**src/rtl/cpu_state_dumper.sv**
```systemverilog
// -----------------------------------------------------------------------------
// cpu_state_dumper
//
// A synthesizable read-back engine for Simple_Single_CPU. After reset is
// released it counts END_COUNT clock edges and then freezes the CPU. It then
// reads register-file entries 0..NUM_REGS-1 and data-memory words
// 0..NUM_MEM-1 through their combinational read ports. Each word is presented
// on a valid/ready stream.
//
// Ports
//   clk_i          clock, rising edge
//   rst_i          asynchronous reset, active high
//   cpu_stall_o    1 = CPU holds its PC and suppresses RF/DM writes
//   rf_addr_o      register-file read address (driven only during REG phase)
//   rf_data_i      register-file read data, combinational from rf_addr_o
//   dm_addr_o      data-memory byte address (word index * 4, MEM phase only)
//   dm_data_i      data-memory read data, combinational from dm_addr_o
//   dump_valid_o   dump word available
//   dump_ready_i   sink accepts the word on an edge with valid & ready
//   dump_data_o    dump word
//   dump_is_mem_o  0 = register word, 1 = memory word
//   dump_idx_o     register index or memory word index
//   dump_last_o    marks the final word of the dump
//   done_o         dump complete, sticky until reset
// -----------------------------------------------------------------------------
module cpu_state_dumper #(
  parameter int END_COUNT = 600,
  parameter int NUM_REGS  = 32,
  parameter int NUM_MEM   = 12,
  parameter int MEM_AW    = 32
) (
  input  logic              clk_i,
  input  logic              rst_i,
  output logic              cpu_stall_o,
  output logic [4:0]        rf_addr_o,
  input  logic [31:0]       rf_data_i,
  output logic [MEM_AW-1:0] dm_addr_o,
  input  logic [31:0]       dm_data_i,
  output logic              dump_valid_o,
  input  logic              dump_ready_i,
  output logic [31:0]       dump_data_o,
  output logic              dump_is_mem_o,
  output logic [7:0]        dump_idx_o,
  output logic              dump_last_o,
  output logic              done_o
);

  localparam int              CNT_W    = (END_COUNT > 1) ? $clog2(END_COUNT) : 1;
  localparam logic [CNT_W-1:0] CNT_LAST = CNT_W'(END_COUNT - 1);
  localparam logic [7:0]      REG_LAST = 8'(NUM_REGS - 1);
  localparam logic [7:0]      MEM_LAST = 8'(NUM_MEM - 1);

  typedef enum logic [2:0] {
    S_COUNT,
    S_REG,
    S_MEM,
    S_DRAIN,
    S_DONE
  } state_t;

  state_t           state;
  logic [CNT_W-1:0] cnt;
  logic [7:0]       index;
  logic             load;

  // A new word may be captured when the output slot is empty or is being
  // emptied on this same edge; this is what keeps REG->MEM bubble-free.
  assign load = !dump_valid_o || dump_ready_i;

  // Read addresses are decoded straight from registered state so the
  // combinational read data is already settled at the capturing edge.
  // NOTE: every always_comb output gets a default first; otherwise paths that
  // skip an assignment would infer a latch.
  always_comb begin
    rf_addr_o = '0;
    dm_addr_o = '0;
    if (state == S_REG) rf_addr_o = index[4:0];
    if (state == S_MEM) dm_addr_o = MEM_AW'({index, 2'b00});
  end

  // NOTE: all sequential state uses non-blocking assignments so every
  // register samples pre-edge values regardless of statement order.
  always_ff @(posedge clk_i or posedge rst_i) begin
    if (rst_i) begin
      state         <= S_COUNT;
      cnt           <= '0;
      index         <= '0;
      cpu_stall_o   <= 1'b0;
      dump_valid_o  <= 1'b0;
      dump_data_o   <= '0;
      dump_is_mem_o <= 1'b0;
      dump_idx_o    <= '0;
      dump_last_o   <= 1'b0;
      done_o        <= 1'b0;
    end else begin
      case (state)
        S_COUNT: begin
          // Counter saturates at END_COUNT-1; that edge starts the freeze.
          if (cnt == CNT_LAST) begin
            state       <= S_REG;
            cpu_stall_o <= 1'b1;
          end else begin
            cnt <= cnt + 1'b1;
          end
        end

        S_REG: begin
          if (load) begin
            dump_data_o   <= rf_data_i;
            dump_is_mem_o <= 1'b0;
            dump_idx_o    <= index;
            dump_valid_o  <= 1'b1;
            if (index == REG_LAST) begin
              index <= '0;
              state <= S_MEM;
            end else begin
              index <= index + 8'd1;
            end
          end
        end

        S_MEM: begin
          if (load) begin
            dump_data_o   <= dm_data_i;
            dump_is_mem_o <= 1'b1;
            dump_idx_o    <= index;
            dump_valid_o  <= 1'b1;
            if (index == MEM_LAST) begin
              dump_last_o <= 1'b1;
              state       <= S_DRAIN;
            end else begin
              index <= index + 8'd1;
            end
          end
        end

        S_DRAIN: begin
          // valid is known to be 1 here; wait for the final acceptance.
          if (dump_ready_i) begin
            dump_valid_o <= 1'b0;
            dump_last_o  <= 1'b0;
            done_o       <= 1'b1;
            state        <= S_DONE;
          end
        end

        S_DONE: begin
          // Idle until reset; counter and index stay frozen.
        end

        default: state <= S_COUNT;
      endcase
    end
  end

endmodule
```
**config.mk**
```make
export PLATFORM = sky130hd
export DESIGN_NAME = cpu_state_dumper
export DESIGN_NICKNAME = d
export VERILOG_FILES = /design/src/rtl/cpu_state_dumper.sv
export SDC_FILE = /design/constraint.sdc
export NUM_CORES = 1
export LEC_CHECK = 0
export CORE_AREA = 2 2 93 95
export CTS_CLUSTER_DIAMETER = 40
export DETAILED_ROUTE_END_ITERATION = 10
export DIE_AREA = 0 0 95 97
export PLACE_DENSITY = 0.86
export SLEW_MARGIN = 20
export SYNTH_ARGS = -nofsm -noshare
export SYNTH_HDL_FRONTEND = slang
export SYNTH_SLANG_ARGS = --single-unit
```
**constraint.sdc**
```tcl
create_clock -name clk_i -period 2 [get_ports clk_i]
set_input_delay 0.2 -clock clk_i [delete_from_list [all_inputs] [get_ports clk_i]]
set_output_delay 0.2 -clock clk_i [all_outputs]
set_load 0.05 [all_outputs]
```
==> results.sh <==
export IMPL_status="finished, final reports clean"
export IMPL_drv_slew=0
export IMPL_cts_root_buffer="clkbuf_8"
export IMPL_antenna_found_initial=0
export IMPL_yosys_area_top_type="dfrtp_1"
export IMPL_placed_cells=607
export IMPL_dieHeight_um=97
export IMPL_min_period_over_period_pct=97.12
export IMPL_viasPerCell=5.016
export IMPL_dp_hpwl_um=6895
export IMPL_insertion_delay_ns=0.33
export IMPL_drive_gt1_share_pct=14.37
export IMPL_yosys_cell_count_top_type="nand2_1"
export IMPL_antenna_left=0
export IMPL_drt_pass1_iter_count=4
export IMPL_fill_cells=644
export IMPL_regToRegSetupSlack_ns=0.18
export IMPL_leakagePower_nw=2.334
export IMPL_overflow=0
export IMPL_utilization_pct=63.57
export IMPL_ys_ff_latch=66
export IMPL_globalRouteTotalUtil_pct=20.40
export IMPL_cp_start_kind="register"
export IMPL_cts_sink_count=66
export IMPL_core_area_sq_um=8134
export IMPL_whs_ns=0.2313
export IMPL_num_vias=3145
export IMPL_fin_ws_ns=0.05756
export IMPL_critPathTopFamily="simple AND/OR/NAND/NOR gates"
export IMPL_synth_top_flop_cell="dfrtp_1"
export IMPL_synthTopCellsByArea="dfrtp_1 (48%), nand2_1 (10%), a31oi_1 (6.2%)"
export IMPL_clock_path_buffers=2
export IMPL_area_growth_syn_to_layout_pct=50.02
export IMPL_first_iter_violations=153
export IMPL_critPathBufInv=2
export IMPL_io_buffers=124
export IMPL_relSlewSlack_pct=63.27
export IMPL_final_min_clock_period_ns=1.942
export IMPL_finalNonFillerCells=627
export IMPL_postSynthCellCount=382
export IMPL_seq_area_frac_synth_pct=47.91
export IMPL_cap_violations=0
export IMPL_power_density_nw_per_um2=517.1
export IMPL_rows=33
export IMPL_fin_skew_ns=0.009732
export IMPL_synth_top_cell_area_share_pct=47.91
export IMPL_p_total_mw=2.674
export IMPL_grt_setup_unrepaired="false"
export IMPL_worstMarginPinSlew_ns=0.5467
export IMPL_hold_path_class="in -> async"
export IMPL_grt_pass1_vias=3111
export IMPL_irDropWorstVdd_mv=0.2937
export IMPL_nets=588
export IMPL_grt_start_max_net_pins=53
export IMPL_worstPathMaxFanout=23
export IMPL_synth_cell_type_count=50
export IMPL_synth_edf_count=0
export IMPL_fmax_mhz=514.8
export IMPL_worstPathRequired_ns=1.80
export IMPL_path_class="reg -> out"
export IMPL_die_area_sq_um=9215
export IMPL_synth_commonest_cells="nand2_1 (94), dfrtp_1 (66), nor2_1 (42)"
export IMPL_cp_slowest_cell="dfrtp_2"
export IMPL_yosys_warnings=0
export IMPL_pre_cts_ws_ns=0.01853
export IMPL_finalHoldViolCount=0
export IMPL_cts_buffers=9
export IMPL_gp_congestion=0.8374
export IMPL_crit_chain="or3b_4 -> buf_6 -> nor2_2 -> buf_12"
export IMPL_antenna_cells=0
export IMPL_die_w_um=95
export IMPL_post_drt_wl_per_cell_um=14.79
export IMPL_routed_wl_um=9272
export IMPL_cts_tree="built"
export IMPL_drc=0
export IMPL_grt_pass1_wl_um=14750
export IMPL_avgSynthCellArea_sq_um=9.024
export IMPL_synth_async_reset_ratio_pct=100.0
export IMPL_initial_utilization_pct=42.38
export IMPL_htree_levels=3
export IMPL_cpPeakStageDelay_ns=0.46
export IMPL_crit_arrival_ns=1.74
export IMPL_path_clk_slew_ns=0.07
export IMPL_setup_viol=0
export IMPL_synth_area_sq_um=3447
export IMPL_cp_end_kind="output port"
export IMPL_ios=149
==> layout make-up <==
cell class,instances,area [sq um],area share (%)
multi-input cells,291,1602,30.97
clock inverters,2,10.01,0.1936
flip-flops and latches,66,1655,32.01
inverters,3,11.26,0.2178
well taps,105,131.4,2.541
repair buffers,147,1583,30.61
clock buffers,13,178.9,3.460
==> worst paths after layout <==
check / from / to / cells after the start
max: state[1] / dm_addr_o[4] / 4
max reg2reg: state[1] / dump_data_o[3] / 5
max in group asynchronous: rst_i / dump_data_o[28] / 3
min in group clk_i: rf_data_i[22] / dump_data_o[22] / 3
min: rst_i / cpu_stall_o / 2
min reg2reg: done_o / done_o / 1
==> where the power goes <==
group | switching, mW | total, mW | leakage (nW) | internal, mW
Combinational | 0.157 | 0.283 | 1.36 | 0.126
Sequential | 0 | 1.33 | 0.872 | 1.33
Clock | 0.482 | 1.06 | 0.101 | 0.575
==> registers in the layout, summed over array words and instances (netlist names), 3 cells and up <==
signal,cells
dump_data_o,32
index,8
state,3
cnt,10
dump_idx_o,8
==> kinds of logic (layout without fill, tap and decap cells) <==
logic type / after synthesis / in the layout / synth area share, %
AOI/OAI and AO/OA: 51 / 51 / 9.546
xor gates and xnor gates: 12 / 12 / 3.049
adders and majority gates: 3 / 3 / 1.089
buffers and inverters: 48 / 165 / 8.748
DFF: 66 / 66 / 47.91
muxes: 4 / 4 / 1.415
other: 1 / 24 / 0.1088
and+or+nand+nor: 197 / 197 / 28.13
==> cells in the final DEF, fill, tap and decap left out, drive strengths merged, types with 2 or more instances in the layout <==
cell type / n
a21oi: 6
a31oi: 35
and2: 13
and3: 4
buf: 35
clkbuf: 14
clkdlybuf4s50: 111
clkinv: 2
conb: 24
dfrtp: 66
ha: 3
inv: 3
mux2: 4
nand2: 94
nand2b: 2
nand3: 8
nand4: 5
nor2: 42
nor3: 9
nor3b: 3
nor4: 3
o21ai: 3
or3: 3
or3b: 2
or4bb: 3
xnor2: 8
xor2: 4
==> through the flow <==
stage	setup TNS (ns)	instance area (sq um)
final	0	5171
after global routing	0	5171
after CTS	-0.005215	5136
after detailed placement	0	4933
after global placement	0	4933
after floorplan	0	3536
==> per-layer routing <==
layer | vias up | track usage [%] | part of all wire [%]
li1 | 1512 | - | -
met1 | 1489 | 24.05 | 38
met2 | 136 | 35.95 | 53
met3 | 8 | 4.361 | 7.3
met4 | 0 | 7.358 | 1.0
met5 | - | 0 | 0
==> what timing repair did <==
action                                  in CTS  in global routing
hold buffers                                 0                  0
resized for setup                            3                  2
setup buffers                                1                  4
endpoints found under the setup margin      10                 16
pin swaps                                    1                  0
(Power assumes the default switching activity.)
